[src/rtl/lcd_pkg.sv]
// Shared types and constants for the LCD message sequencer.
package lcd_pkg;

    typedef enum logic [1:0] {
        IDLE = 2'd0,
        SHOW = 2'd1,
        HOLD = 2'd2,
        DONE = 2'd3
    } lcd_seq_state_t;

    localparam logic [7:0] LCD_SPACE     = 8'h20;
    localparam int         LCD_MSG_CHARS = 4;

    // Character idx of a message; idx 0 is the first character, in bits [31:24].
    function automatic logic [7:0] lcd_msg_char(input logic [31:0] msg, input logic [1:0] idx);
        logic [7:0] c;
        case (idx)
            2'd0:    c = msg[31:24];
            2'd1:    c = msg[23:16];
            2'd2:    c = msg[15:8];
            default: c = msg[7:0];
        endcase
        return c;
    endfunction

endpackage

[src/rtl/lcd_hold_timer.sv]
// Hold timer: loads HOLD_CYCLES, counts down while enabled, saturates at zero.
// expire is high during the last cycle of the hold interval.
module lcd_hold_timer #(
    parameter int HOLD_CYCLES = 2
) (
    input  logic clk,
    input  logic rst,
    input  logic load,
    input  logic en,
    output logic expire
);

    localparam int            CW       = (HOLD_CYCLES > 0) ? $clog2(HOLD_CYCLES + 1) : 1;
    localparam logic [CW-1:0] LOAD_VAL = CW'(HOLD_CYCLES);

    logic [CW-1:0] cnt;

    // Down-counter; never wraps below zero.
    always_ff @(posedge clk) begin
        if (rst) begin
            cnt <= '0;
        end else if (load) begin
            cnt <= LOAD_VAL;
        end else if (en && (cnt != '0)) begin
            cnt <= cnt - 1'b1;
        end
    end

    assign expire = (cnt <= CW'(1));

endmodule

[src/rtl/lcd_msg_sequencer.sv]
// Scrolls 4-character messages into the display window one character per step.
// Optional feature macro LCD_SEQ_LOOP_EN adds loop_en: rescroll the same message while high.
//
//  state | meaning
//  IDLE  | waiting for a message, msg_ready high
//  SHOW  | window just shifted, show strobe high for one cycle
//  HOLD  | holding the shown character for HOLD_CYCLES cycles
//  DONE  | one-cycle done pulse, then IDLE (or SHOW again when looping)
module lcd_msg_sequencer
    import lcd_pkg::*;
#(
    parameter int HOLD_CYCLES = 2,
    parameter int MSG_CHARS   = LCD_MSG_CHARS
) (
    input  logic        clk,
    input  logic        rst,
    input  logic        msg_valid,
    input  logic [31:0] msg_data,
`ifdef LCD_SEQ_LOOP_EN
    input  logic        loop_en,
`endif
    output logic        msg_ready,
    output logic [7:0]  char1,
    output logic [7:0]  char2,
    output logic [7:0]  char3,
    output logic [7:0]  char4,
    output logic        show,
    output logic        busy,
    output logic        done
);

    localparam logic [1:0] IDX_LAST = 2'(MSG_CHARS - 1);

    lcd_seq_state_t state, state_n;
    logic [1:0]     idx, idx_n;
    logic [31:0]    msg_buf, buf_n;
    logic           expire;
    logic           show_n, busy_n, done_n, ready_n;

    lcd_hold_timer #(.HOLD_CYCLES(HOLD_CYCLES)) u_hold (
        .clk    (clk),
        .rst    (rst),
        .load   (state == SHOW),
        .en     (state == HOLD),
        .expire (expire)
    );

    // Next-state decode; outputs are derived from the next state so they register with it.
    always_comb begin
        state_n = state;
        idx_n   = idx;
        buf_n   = msg_buf;
        case (state)
            IDLE: begin
                if (msg_valid && msg_ready) begin
                    buf_n   = msg_data;
                    idx_n   = '0;
                    state_n = SHOW;
                end
            end
            SHOW: begin
                if (HOLD_CYCLES > 0) begin
                    state_n = HOLD;
                end else if (idx != IDX_LAST) begin
                    idx_n   = idx + 1'b1;
                    state_n = SHOW;
                end else begin
                    state_n = DONE;
                end
            end
            HOLD: begin
                if (expire) begin
                    if (idx != IDX_LAST) begin
                        idx_n   = idx + 1'b1;
                        state_n = SHOW;
                    end else begin
                        state_n = DONE;
                    end
                end
            end
            DONE: begin
`ifdef LCD_SEQ_LOOP_EN
                if (loop_en) begin
                    idx_n   = '0;
                    state_n = SHOW;
                end else begin
                    state_n = IDLE;
                end
`else
                state_n = IDLE;
`endif
            end
            default: state_n = IDLE;
        endcase
        show_n  = (state_n == SHOW);
        done_n  = (state_n == DONE);
        busy_n  = (state_n != IDLE);
        ready_n = (state_n == IDLE);
    end

    // State, window and output registers; the window shifts on entry to SHOW.
    always_ff @(posedge clk) begin
        if (rst) begin
            state     <= IDLE;
            idx       <= '0;
            msg_buf   <= '0;
            char1     <= LCD_SPACE;
            char2     <= LCD_SPACE;
            char3     <= LCD_SPACE;
            char4     <= LCD_SPACE;
            show      <= 1'b0;
            busy      <= 1'b0;
            done      <= 1'b0;
            msg_ready <= 1'b1;
        end else begin
            state     <= state_n;
            idx       <= idx_n;
            msg_buf   <= buf_n;
            show      <= show_n;
            busy      <= busy_n;
            done      <= done_n;
            msg_ready <= ready_n;
            if (show_n) begin
                char1 <= char2;
                char2 <= char3;
                char3 <= char4;
                char4 <= lcd_msg_char(buf_n, idx_n);
            end
        end
    end

endmodule

[config.mk]
export PLATFORM = sky130hd
export DESIGN_NAME = lcd_msg_sequencer
export DESIGN_NICKNAME = d
export VERILOG_FILES = /design/src/rtl/lcd_pkg.sv /design/src/rtl/lcd_hold_timer.sv /design/src/rtl/lcd_msg_sequencer.sv
export SDC_FILE = /design/constraint.sdc
export NUM_CORES = 1
export LEC_CHECK = 0
export CAP_MARGIN = 40
export CORE_ASPECT_RATIO = 1.25
export CORE_MARGIN = 3
export CORE_UTILIZATION = 60
export DETAILED_ROUTE_END_ITERATION = 12
export DONT_BUFFER_PORTS = 1
export PLACE_DENSITY_LB_ADDON = 0.3
export SKIP_LAST_GASP = 1
export SLEW_MARGIN = 20
export SYNTH_ARGS = -nofsm -noshare
export SYNTH_HDL_FRONTEND = slang
export SYNTH_SLANG_ARGS = --single-unit
[constraint.sdc]
create_clock -name clk -period 4.9 [get_ports clk]
set_input_delay 0.98 -clock clk [delete_from_list [all_inputs] [get_ports clk]]
set_output_delay 0.98 -clock clk [all_outputs]
set_load 0.01 [all_outputs]
## Yosys cells after proc, flatten, opt, wreduce, memory -nomap -nowiden

Index checks and enable logic that the tools add are counted.

- $add $sub $neg: 2
- Multiply operators: 0
- Divide/modulo/power cells: 0
- Magnitude comparators: 1
- Equality and inequality tests: 8
- Shift-type cells: 0
- Mux-type cells: 13
- Bitwise logic cells: 0
- Reduce and logical (&&, ||, !) cells: 9

Operator list:

| operator | number |
|---|---|
| 32-bit 2-to-1 mux | 2 |
| 8-bit case mux with 3 select lines | 1 |
| 2-bit 2-to-1 mux | 8 |
| 2-bit == test, second input constant | 4 |
| 2-bit case mux with 4 select lines | 1 |
| 2-bit by 1-bit == test with 1-bit output, second input constant | 3 |
| 2-bit zero test | 3 |
| 2-bit nonzero test | 3 |
| 2-bit case mux with 2 select lines | 1 |
| 2-bit by 1-bit adder with 2-bit output, second input constant | 1 |
| 2-bit by 1-bit <= comparator with 1-bit output, second input constant | 1 |
| 1-bit logical AND | 2 |
| 2-bit != test, second input constant | 1 |
| 2-bit OR reduction | 1 |
| 2-bit by 1-bit subtractor with 2-bit output, second input constant | 1 |

- Register bits after elaboration: 74
- Latch bits: 0
- Bits in writable memories: 0
- ROM bits: 0
- Output and inout bits: 36
- Memories kept: 0

## Logic depth before layout (Yosys ltp)

Gate-level depths: netlist (run 1).

- Word-level depth: 6
- Depth in mapped cells: 8

## Modules after synthesis

Synthesis (run 1) repeated with hierarchy kept, for this count alone.

- Cell total of the unflattened synthesis: 369
- Area, all modules: 2984.1 um^2

Modules (own cells, without submodules):

| module | instances | cells each | area an instance (um^2) | sequential area each (um^2) |
|---|---|---|---|---|
| lcd_msg_sequencer | 1 | 356 | 2859.0 | 1441.4 |
| lcd_hold_timer | 1 | 13 | 125.1 | 40.0 |

## Worst setup path before layout (run 1)

No wires, ideal clock.

- Path type: input port to flip-flop
- Start: input msg_valid
- End: register char4[1]
- Library setup time: 0.138 ns
- Data arrival time: 1.865 ns
- Path slack: 2.897 ns
- Cell stages on the path: 6
- Cell sequence: and4bb_2 -> buf_4 -> mux2i_1 -> a21oi_1 -> nor2_1 -> nor4_2

- Cells in the longest elaborated chain, start to end: 5
- Elaborated cells between the ends (all ways): 12
- Classes of those cells: eq/ne (3); mux (7); reduce/logical (2)

Ends and longest elaborated chain:

| element | RTL line | text |
|---|---|---|
| from (decl) | lcd_msg_sequencer.sv:17 | `input logic msg_valid,` |
| 1-bit logical AND * | lcd_msg_sequencer.sv:55 | `if (msg_valid && msg_ready) begin` |
| 2-bit 2-to-1 mux | lcd_msg_sequencer.sv:55 |  |
| 2-bit case mux with 2 select lines | lcd_msg_sequencer.sv:53 | `case (state)` |
| 2-bit == test (tied with other cells) | lcd_pkg.sv:17 | `case (idx)` |
| 8-bit case mux with 3 select lines | lcd_pkg.sv:17 |  |
| to (signal assigned) | lcd_msg_sequencer.sv:127 | `char4 <= lcd_msg_char(buf_n, idx_n);` |
| to (decl) | lcd_msg_sequencer.sv:26 | `output logic [7:0] char4,` |

Mark *: on every way between the ends. The rest lies on a longest branch, timed or not.
A chain may end at the register's enable or synchronous reset.

## Final worst setup path (run 1)

Same ends and word-level chain as after synthesis.

==> impl_metrics.py, run 1 <==
metrics = {
    "power_and_ir_drop": {
        "static_leakage_power_nw": 1.13,
        "power_switching_share": 0.256,
        "totalPowerFinal_mw": 1.36,
        "power.sequential.fraction": 0.479,
        "intPower_mw": 1.01,
        "cellPowerDensity_mw_per_mm2": 451,
        "power_frac_comb": 0.126,
        "power.clock.fraction": 0.395,
        "worst_ir_drop_vdd_mv": 0.297,
        "power_switching_mw": 0.348,
    },
    "finish": {
        "antenna-diode-count": 0,
        "multi_input_area_sq_mm": 0.00127,
        "finalCoreUtilization": 0.676,
        "final.fill_count": 377,
        "seq_area_sq_mm": 0.00138,
        "final_common_cell": "sky130_fd_sc_hd__nand2_1",
        "drive_gt1_frac": 0.0934,
        "area_growth_pct": 8.03,
        "nNetsFinal": 365,
        "layout_common_cells": "sky130_fd_sc_hd__nand2_1, sky130_fd_sc_hd__dfxtp_1, sky130_fd_sc_hd__a21oi_1",
    },
    "critical_path": {
        "crit_path_max_incr_delay_ns": 0.74,
        "critPathTopFamily": "simple AND/OR/NAND/NOR gates",
        "worstPathMaxFanout": 35,
        "cp_data_arrival_time_ns": 2.54,
        "endpoint_kind": "flip-flop",
        "critPathSlowestCell": "sky130_fd_sc_hd__and4bb_2",
        "worstSetupPathType": "primary input to flip-flop",
        "critical_path.cell_chain": "and4bb_2 -> a21o_1 -> buf_16 -> nor2_1 -> nor4_2",
        "worstSetupStartpointType": "primary input",
        "worst-path-buf-inv": 1,
        "worst-endpoint-required_ns": 5.16,
    },
    "global_route": {
        "grt_start_max_net_pins": 68,
        "grtUsageTotal": 0.208,
        "wire_length_of_the_first_global_routing_pass_um": 8670,
        "grt_antenna_before_repair": 0,
        "grt_pass1_vias": 1922,
        "global_route.overflow_total": 0,
    },
    "drt": {
        "1st_pass_router_iterations": 4,
        "via_count": 2172,
        "drt_iter0_markers": 129,
        "drt-vias-per-instance": 5.57,
        "avgRoutedWirePerCell_um": 14.1,
        "remaining_drc_errors": 0,
        "met1_length_um": 2480,
        "detailroute.wirelength.met3_um": 425,
        "wirelength_um": 5510,
        "dr_wl_met2_um": 2500,
        "detail_route_antenna_nets": 0,
        "routed.top_layer": "met4",
    },
    "timing": {
        "fin_crit_share": 0.467,
        "timing.clock.skew_ns": 0.00791,
        "transition_time_at_the_pin_with_the_least_slew_margin_ns": 0.777,
        "setup_ws_ns": 2.61,
        "fmax_mhz": 437,
        "slew_viol_final": 0,
        "hold_violation_total_from_the_final_report": 0,
        "slew_headroom": 0.482,
        "period_minus_slack_ns": 2.29,
        "report.final.setup_viol": 0,
        "grt_setup_unrepaired": "false",
        "fin_tns_setup_ns": 0,
        "hold_ws_ns": 0.447,
    },
    "place": {
        "place_worst_setup_slack_ns": 2.26,
        "hpwl_um": 3710,
        "io_buffer_count": 0,
        "gp_congestion": 0.797,
    },
    "clock_tree": {
        "path_clk_slew_ns": 0.07,
        "clk_latency_ns": 0.34,
        "ctsHtreeMaxLevel": 3,
        "cts_setup_buffers": 0,
        "clk_root_buffer_cell": "sky130_fd_sc_hd__clkbuf_8",
        "tritoncts_num_sinks": 69,
        "tritoncts_clock_tree": "yes",
        "ctsLongestPathBuffers": 2,
        "cts-buffers-inserted": 9,
        "cts-hold-fix-buffers": 0,
        "cts_resized": 0,
    },
    "synth": {
        "postSynth.asyncResetShare": 0,
        "synthesis.yosys.warnings": 0,
        "yosys_register_bits": 69,
        "synth-seq-area-share": 0.495,
        "cells_after_synth": 339,
        "synth_area_leaders": "sky130_fd_sc_hd__dfxtp_1, sky130_fd_sc_hd__nand2_1, sky130_fd_sc_hd__a21oi_1",
        "synth_nets": 376,
        "synth_edf_count": 0,
        "synth_top_cell_area_share": 0.495,
        "post_synth.cell_area_avg_sq_um": 8.23,
        "synth_top_area_cell": "sky130_fd_sc_hd__dfxtp_1",
        "synth_ff_type": "sky130_fd_sc_hd__dfxtp_1",
        "yosysUniqueCellTypes": 41,
        "post_synthesis_cell_area_sq_mm": 0.00279,
    },
    "run": {
        "max_cap_violations": 0,
    },
    "die": {
        "floorplan.core_area_sq_mm": 0.00446,
        "initial_core_util": 0.625,
        "die-height_um": 82.2,
        "num_io_pins": 71,
        "fp.dieArea_sq_mm": 0.00551,
        "num_rows": 27,
        "floorplan.die.width_um": 67.0,
    },
    "worst_hold_path": {
        "worstHoldPathType": "flip-flop to flip-flop",
    },
    "status": {
        "outcome": "finished clean",
    },
}
registers in the layout, summed over array words and instances (netlist names):
register and flops:
state 2, msg_buf 27, char3 8, u_hold.cnt 2
idx 2, char2 8, done 1, char1 8
busy 1, char4 8, msg_ready 1, show 1
cell families after synthesis:
kind of cell               count (synthesis)  share of synthesized area
and+or+nand+nor                          154                      0.255
AOI/OAI and AO/OA                         79                      0.169
DFF                                       69                      0.495
buffers and inverters                     29                     0.0493
muxes                                      6                     0.0220
adders and majority gates                  2                    0.00897
power groups by stage:
stage | registers (mW) | clock network [mW] | logic, mW
after floorplan | 0.651 | 0 | 0.156
after global placement | 0.663 | 0 | 0.155
after detailed placement | 0.664 | 0 | 0.171
after CTS | 0.652 | 0.543 | 0.172
after global routing | 0.658 | 0.569 | 0.193
final | 0.651 | 0.536 | 0.171
path summary, 6_finish.rpt:
kind | from | end | slack, ns | cells after the start
setup / recovery | msg_valid | char4[1]$_SDFFE_PP0P_ | 2.61 | 5
hold / removal | msg_buf[18]$_SDFF_PP0_ | msg_buf[18]$_SDFF_PP0_ | 0.45 | 2
setup reg to reg | state[0]$_SDFF_PP0_ | char4[1]$_SDFFE_PP0P_ | 2.71 | 5
hold reg to reg | msg_buf[18]$_SDFF_PP0_ | msg_buf[18]$_SDFF_PP0_ | 0.45 | 2
area by class of cell:
type / count / share of cell area
clock buffers: 10 / 0.0424
flip-flops and latches: 69 / 0.458
multi-input cells: 241 / 0.422
clock inverters: 5 / 0.0332
inverters: 4 / 0.00498
repair buffers: 3 / 0.0154
well taps: 58 / 0.0241
through the flow:
stage,instances,instance area (sq um)
floorplan,339,2790
global placement,373,2750
detailed placement,375,2790
CTS,390,3010
global route,390,3010
finish,390,3010
worst register-to-register path, stage by stage (launching register included):
cell	delay [ns]
sky130_fd_sc_hd__dfxtp_1	0.42
sky130_fd_sc_hd__and4bb_2	0.87
sky130_fd_sc_hd__a21o_1	0.35
sky130_fd_sc_hd__buf_16	0.20
sky130_fd_sc_hd__nor2_1	0.07
sky130_fd_sc_hd__nor4_2	0.20
per-layer routing:
metal,vias up,GRT usage
met5,-,0
met4,0,0.0994
met3,10,0.0798
met2,58,0.325
met1,983,0.250
li1,1121,-
cell usage after synthesis (2+ instances only):
| library cell | count |
|---|---|
| sky130_fd_sc_hd__nor2b_1 | 5 |
| sky130_fd_sc_hd__a221oi_1 | 2 |
| sky130_fd_sc_hd__o22ai_1 | 7 |
| sky130_fd_sc_hd__mux2i_1 | 5 |
| sky130_fd_sc_hd__ha_1 | 2 |
| sky130_fd_sc_hd__a2bb2oi_1 | 2 |
| sky130_fd_sc_hd__nand3b_1 | 3 |
| sky130_fd_sc_hd__nand2_1 | 96 |
| sky130_fd_sc_hd__dfxtp_1 | 69 |
| sky130_fd_sc_hd__inv_1 | 4 |
| sky130_fd_sc_hd__clkbuf_1 | 11 |
| sky130_fd_sc_hd__a21oi_1 | 55 |
| sky130_fd_sc_hd__buf_2 | 8 |
| sky130_fd_sc_hd__nor3_1 | 7 |
| sky130_fd_sc_hd__nand2b_1 | 3 |
| sky130_fd_sc_hd__buf_4 | 5 |
| sky130_fd_sc_hd__nor2_1 | 27 |
| sky130_fd_sc_hd__nor4_2 | 5 |
(Power assumes the default switching activity.)
==> inputs of run 2 (changes only) <==
--- a/config.mk
+++ b/config.mk
@@ -8,7 +8,7 @@
 export CAP_MARGIN = 40
 export CORE_ASPECT_RATIO = 1.25
 export CORE_MARGIN = 3
-export CORE_UTILIZATION = 60
+export CORE_UTILIZATION = 55
 export DETAILED_ROUTE_END_ITERATION = 12
 export DONT_BUFFER_PORTS = 1
 export PLACE_DENSITY_LB_ADDON = 0.3
==> constraint.sdc (replaced) <==
create_clock -name clk -period 2.05 [get_ports clk]
set_input_delay 0.41 -clock clk [delete_from_list [all_inputs] [get_ports clk]]
set_output_delay 0.41 -clock clk [all_outputs]
set_load 0.01 [all_outputs]
==> run 2 against run 1 <==
Effect of this change: worst setup slack got worse by 2.4 ns; register-to-register slack got worse by 2.5 ns; worst hold slack got worse by 0.32 ns; largest power group unchanged; global-route usage fell by 0.68 points; clock-buffer cell count rose by 3; clock power rose by 110%; via count rose by 0.60%; total power rose by 130%; sequential share of layout area fell by 0.15 points; routed wire length rose by 3.3%; first-iteration DRC count rose by 16%; sequential cell count did not move.
==> impl_metrics.py, run 2 (synthesis gave the netlist of run 1 again) <==
metrics = {
    "status": {
        "outcome": "finished clean",
    },
    "finish": {
        "nNetsFinal": 368,
        "drive_gt1_frac": 0.104,
        "area_growth_pct": 8.39,
        "layout_common_cells": "sky130_fd_sc_hd__nand2_1, sky130_fd_sc_hd__dfxtp_1, sky130_fd_sc_hd__a21oi_1",
        "multi_input_area_sq_mm": 0.00127,
        "largest_register_ff_count": 27,
        "final_common_cell": "sky130_fd_sc_hd__nand2_1",
        "final.fill_count": 411,
        "seq_area_sq_mm": 0.00138,
        "largest_register_by_flop_count": "msg_buf",
        "antenna-diode-count": 0,
        "layout.cells.non_filler": 396,
    },
    "drt": {
        "1st_pass_router_iterations": 5,
        "avgRoutedWirePerCell_um": 14.4,
        "wirelength_um": 5690,
        "drt-vias-per-instance": 5.52,
        "met1_length_um": 2410,
        "detailroute.wirelength.met3_um": 492,
        "remaining_drc_errors": 0,
        "detail_route_antenna_nets": 0,
        "via_count": 2185,
        "routed.top_layer": "met4",
        "drt_iter0_markers": 149,
        "dr_wl_met2_um": 2680,
    },
    "critical_path": {
        "rr_worst_depth": 7,
        "critPathTopFamily": "compound AO/OA/AOI/OAI gates",
        "worst-path-buf-inv": 1,
        "worstPathMaxFanout": 4,
        "worst-endpoint-required_ns": 2.32,
        "crit_path_max_incr_delay_ns": 0.34,
        "cp.depth": 7,
        "endpoint_kind": "flip-flop",
        "worstSetupStartpointType": "flip-flop",
        "critical_path.cell_chain": "inv_1 -> ha_1 -> nand2b_1 -> a31oi_2 -> mux2i_1 -> a211o_1 -> a211oi_2",
        "cp_data_arrival_time_ns": 2.09,
        "critPathSlowestCell": "sky130_fd_sc_hd__dfxtp_1",
        "worstSetupPathType": "flip-flop to flip-flop",
    },
    "power_and_ir_drop": {
        "worst_ir_drop_vdd_mv": 1.04,
        "cellPowerDensity_mw_per_mm2": 1030,
        "static_leakage_power_nw": 1.14,
    },
    "clock_tree": {
        "clk_latency_ns": 0.34,
        "tritoncts_clock_tree": "yes",
        "cts_setup_buffers": 0,
        "cts-buffers-inserted": 9,
        "cts_resized": 0,
        "cts-hold-fix-buffers": 0,
        "clk_root_buffer_cell": "sky130_fd_sc_hd__clkbuf_8",
        "tritoncts_num_sinks": 69,
        "ctsHtreeMaxLevel": 3,
        "path_clk_slew_ns": 0.07,
        "ctsLongestPathBuffers": 2,
    },
    "worst_hold_path": {
        "worstHoldPathType": "primary input to flip-flop",
        "hold-path-cell-count": 1,
    },
    "die": {
        "initial_core_util": 0.581,
        "num_io_pins": 71,
        "fp.dieArea_sq_mm": 0.00597,
        "die-height_um": 85.6,
        "num_rows": 28,
        "floorplan.die.width_um": 69.7,
        "floorplan.core_area_sq_mm": 0.00480,
    },
    "timing": {
        "fin_crit_share": 0.886,
        "slew_headroom": 0.448,
        "timing.clock.skew_ns": 0.0101,
        "hold_violation_total_from_the_final_report": 0,
        "slew_viol_final": 0,
        "period_minus_slack_ns": 1.82,
        "fmax_mhz": 551,
        "report.final.setup_viol": 0,
        "grt_setup_unrepaired": "false",
        "fin_tns_setup_ns": 0,
        "transition_time_at_the_pin_with_the_least_slew_margin_ns": 0.808,
    },
    "place": {
        "gp_congestion": 0.849,
        "cell_total_after_placement": 380,
        "hpwl_um": 3880,
        "io_buffer_count": 0,
    },
    "global_route": {
        "grt_pass1_vias": 1978,
        "grt_start_max_net_pins": 68,
        "global_route.overflow_total": 0,
        "grt_antenna_before_repair": 0,
        "wire_length_of_the_first_global_routing_pass_um": 9550,
        "grtUsageTotal": 0.201,
    },
    "run": {
        "max_cap_violations": 0,
    },
}
run 2: power by group:
group          internal (mW)  switching [mW]  total (mW)
logic                  0.174           0.244       0.418
registers               1.45           0.108        1.56
clock network          0.660           0.483        1.14
total                   2.28           0.834        3.12
run 2: final timing paths:
path | start | end | slack [ns]
max reg2reg | u_hold.cnt[1]$_SDFFE_PP0P_ | char4[6]$_SDFFE_PP0P_ | 0.23
min | rst | char2[7]$_SDFFE_PP0P_ | 0.13
max | u_hold.cnt[1]$_SDFFE_PP0P_ | char4[6]$_SDFFE_PP0P_ | 0.23
min reg2reg | msg_buf[16]$_SDFF_PP0_ | msg_buf[16]$_SDFF_PP0_ | 0.45
run 2: stage by stage:
stage / cell area (sq um) / utilization / power (mW) / setup slack (ns) / hold slack [ns]
after detailed placement: 2810 / 0.586 / 2.01 / 0.239 / 0.438
after global routing: 3020 / 0.630 / 3.27 / 0.0839 / 0.108
after floorplan: 2790 / - / 1.93 / 0.374 / 0.432
after CTS: 3020 / 0.630 / 3.14 / 0.230 / 0.113
final: 3020 / 0.630 / 3.12 / 0.234 / 0.129
after global placement: 2810 / 0.586 / 2.00 / 0.296 / 0.434
run 2: cell type report:
type | instances | share of cell area
Sequential cell | 69 | 0.457
Multi-Input combinational cell | 241 | 0.420
Clock buffer | 13 | 0.0559
Tap cell | 60 | 0.0248
Timing Repair Buffer | 6 | 0.0232
Clock inverter | 3 | 0.0141
Inverter | 4 | 0.00497
run 2: routing by layer:
layer,up-vias,global-route usage
li1,1123,-
met1,976,0.241
met2,74,0.321
met3,12,0.0856
met4,0,0.0784
met5,-,0
run 2: worst register-to-register path: stages, from the launching register on:
cell and delay, ns:
sky130_fd_sc_hd__dfxtp_1 0.34, sky130_fd_sc_hd__inv_1 0.08, sky130_fd_sc_hd__ha_1 0.19, sky130_fd_sc_hd__nand2b_1 0.21, sky130_fd_sc_hd__a31oi_2 0.30, sky130_fd_sc_hd__mux2i_1 0.12
sky130_fd_sc_hd__a211o_1 0.31, sky130_fd_sc_hd__a211oi_2 0.20
==> inputs of run 3 (changes only) <==
--- a/config.mk
+++ b/config.mk
@@ -8,10 +8,10 @@
 export CAP_MARGIN = 40
 export CORE_ASPECT_RATIO = 1.25
 export CORE_MARGIN = 3
-export CORE_UTILIZATION = 55
+export CORE_UTILIZATION = 60
 export DETAILED_ROUTE_END_ITERATION = 12
 export DONT_BUFFER_PORTS = 1
-export PLACE_DENSITY_LB_ADDON = 0.3
+export PLACE_DENSITY = 0.76
 export SKIP_LAST_GASP = 1
 export SLEW_MARGIN = 20
 export SYNTH_ARGS = -nofsm -noshare
==> constraint.sdc (replaced) <==
create_clock -name clk -period 1.8 [get_ports clk]
set_input_delay 0.36 -clock clk [delete_from_list [all_inputs] [get_ports clk]]
set_output_delay 0.36 -clock clk [all_outputs]
set_load 0.01 [all_outputs]
==> run 3 against run 2 <==
Effect of this change: global-route usage rose by 2.3 points; critical endpoint unchanged; clock power is 18% higher; worst setup slack lost 0.18 ns; utilization up 6.9 points; clock-buffer cell count fell by 2; combinational power increased by 28%; clock skew down 0.0041 ns; critical path depth unchanged; non-clock buffer count rose by 6; largest power group unchanged; first-iteration DRC count shrank 26%; sequential share of layout area down 1.3 points; maximum frequency increased by 4.1%.
==> impl_metrics.py, run 3 (synthesis gave the netlist of run 1 again) <==
metrics = {
    "global_route": {
        "global_route.overflow_total": 0,
        "grt_antenna_before_repair": 0,
        "grt_pass1_vias": 2098,
        "grtUsageTotal": 0.224,
        "grt_start_max_net_pins": 68,
        "wire_length_of_the_first_global_routing_pass_um": 9270,
    },
    "place": {
        "place_worst_setup_slack_ns": 0.0497,
        "hpwl_um": 3940,
        "io_buffer_count": 0,
        "gp_congestion": 0.844,
        "cell_total_after_placement": 384,
    },
    "clock_tree": {
        "tritoncts_num_sinks": 69,
        "ctsHtreeMaxLevel": 3,
        "tritoncts_clock_tree": "yes",
        "cts-buffers-inserted": 9,
        "clk_root_buffer_cell": "sky130_fd_sc_hd__clkbuf_8",
        "path_clk_slew_ns": 0.07,
        "cts_setup_buffers": 0,
        "clk_latency_ns": 0.34,
        "ctsLongestPathBuffers": 2,
    },
    "drt": {
        "1st_pass_router_iterations": 4,
        "wirelength_um": 5820,
        "drt_iter0_markers": 111,
        "remaining_drc_errors": 0,
        "drt-vias-per-instance": 5.61,
        "detail_route_antenna_nets": 0,
        "via_count": 2239,
        "avgRoutedWirePerCell_um": 14.6,
    },
    "critical_path": {
        "rr_worst_depth": 7,
        "worstSetupPathType": "flip-flop to flip-flop",
        "worst-endpoint-required_ns": 2.06,
        "crit_path_max_incr_delay_ns": 0.35,
        "worstSetupStartpointType": "flip-flop",
        "cp_data_arrival_time_ns": 2.01,
        "critPathSlowestCell": "sky130_fd_sc_hd__dfxtp_2",
        "setup.reg_to_reg.worst_slack_ns": 0.06,
        "reg2reg_to": "char4[6]$_SDFFE_PP0P_",
        "endpoint_kind": "flip-flop",
        "critical_path.cell_chain": "inv_1 -> ha_1 -> nand2b_2 -> a31oi_4 -> mux2i_1 -> a211o_1 -> a211oi_2",
        "regToRegStartpoint": "u_hold.cnt[1]$_SDFFE_PP0P_",
        "worstPathMaxFanout": 4,
    },
    "finish": {
        "area_growth_pct": 11.8,
        "largest_register_ff_count": 27,
        "layout_common_cells": "sky130_fd_sc_hd__nand2_1, sky130_fd_sc_hd__dfxtp_1, sky130_fd_sc_hd__a21oi_1",
        "finalCoreUtilization": 0.699,
        "drive_gt1_frac": 0.126,
        "nNetsFinal": 374,
        "layout.cells.non_filler": 399,
        "largest_register_by_flop_count": "msg_buf",
        "final_common_cell": "sky130_fd_sc_hd__nand2_1",
        "antenna-diode-count": 0,
    },
    "timing": {
        "slew_viol_final": 0,
        "slew_headroom": 0.702,
        "timing.clock.skew_ns": 0.00603,
        "hold_violation_total_from_the_final_report": 0,
        "fmax_mhz": 574,
        "grt_setup_unrepaired": "true",
        "setup_ws_ns": 0.0565,
        "transition_time_at_the_pin_with_the_least_slew_margin_ns": 0.446,
        "fin_tns_setup_ns": 0,
        "fin_crit_share": 0.969,
        "period_minus_slack_ns": 1.74,
        "report.final.setup_viol": 0,
    },
    "run": {
        "max_cap_violations": 0,
    },
    "die": {
        "floorplan.die.width_um": 67.0,
        "fp.dieArea_sq_mm": 0.00551,
        "num_rows": 27,
        "floorplan.core_area_sq_mm": 0.00446,
        "num_io_pins": 71,
        "initial_core_util": 0.625,
        "die-height_um": 82.2,
    },
    "worst_hold_path": {
        "hold-path-cell-count": 1,
        "min_delay_worst_endpoint": "char2[7]$_SDFFE_PP0P_",
        "worstHoldPathType": "primary input to flip-flop",
        "min_from": "rst",
    },
    "status": {
        "outcome": "finished clean",
    },
    "power_and_ir_drop": {
        "worst_ir_drop_vdd_mv": 0.697,
        "cellPowerDensity_mw_per_mm2": 1170,
        "static_leakage_power_nw": 1.18,
    },
}
-- run 3: worst max-delay path, delay by kind of cell, from the launching register on --
family / cells / cell delay [ns]
mux: 1 / 0.09
fa+ha+maj: 1 / 0.21
simple gates: 1 / 0.23
flops: 1 / 0.35
compound gates: 3 / 0.71
buf+inv: 1 / 0.08
-- run 3: final cells by class --
type / count / area, sq um
Clock buffer: 11 / 141
Clock inverter: 4 / 72.6
Timing Repair Buffer: 12 / 140
Fill cell: 393 / 1340
Inverter: 4 / 15.0
Sequential cell: 69 / 1380
Multi-Input combinational cell: 241 / 1290
Tap cell: 58 / 72.6
-- run 3: routing by layer --
metal,global-route usage,wire [um],vias to the layer above
li1,-,-,1134
met3,0.0853,476,11
met1,0.268,2500,1026
met2,0.355,2730,68
met4,0.103,115,0
met5,0,0,-
-- run 3: worst max path at each step --
stage                          startpoint                     to  cells after the start
6_report       u_hold.cnt[1]$_SDFFE_PP0P_  char4[6]$_SDFFE_PP0P_                      7
5_1_grt        u_hold.cnt[1]$_SDFFE_PP0P_  char4[6]$_SDFFE_PP0P_                      7
4_1_cts        u_hold.cnt[1]$_SDFFE_PP0P_  char4[6]$_SDFFE_PP0P_                      7
3_5_place_dp   u_hold.cnt[1]$_SDFFE_PP0P_  char4[6]$_SDFFE_PP0P_                      7
3_3_place_gp   u_hold.cnt[1]$_SDFFE_PP0P_  char4[6]$_SDFFE_PP0P_                      7
2_1_floorplan  u_hold.cnt[1]$_SDFFE_PP0P_  char4[6]$_SDFFE_PP0P_                      7
-- run 3: where the power goes --
group          internal (mW)  switching (mW)  leakage, nW  total (mW)
Clock                  0.808           0.541        0.105        1.35
Combinational          0.235           0.300        0.507       0.534
Sequential              1.65           0.116        0.564        1.77
Total                   2.69           0.956         1.18        3.65
-- run 3: repair_timing --
| action | CTS | global route |
|---|---|---|
| hold buffers | 0 | 0 |
| gates resized for setup | 0 | 6 |
| endpoints found under the setup margin | 0 | 5 |
-- run 3: through the flow --
stage	power (mW)	cell area, sq um	hold WS, ns
floorplan	2.20	2790	0.432
CTS	3.68	3090	0.0681
detailed placement	2.33	2880	0.435
finish	3.65	3120	0.0862
global placement	2.31	2880	0.433
global route	3.84	3120	0.0662
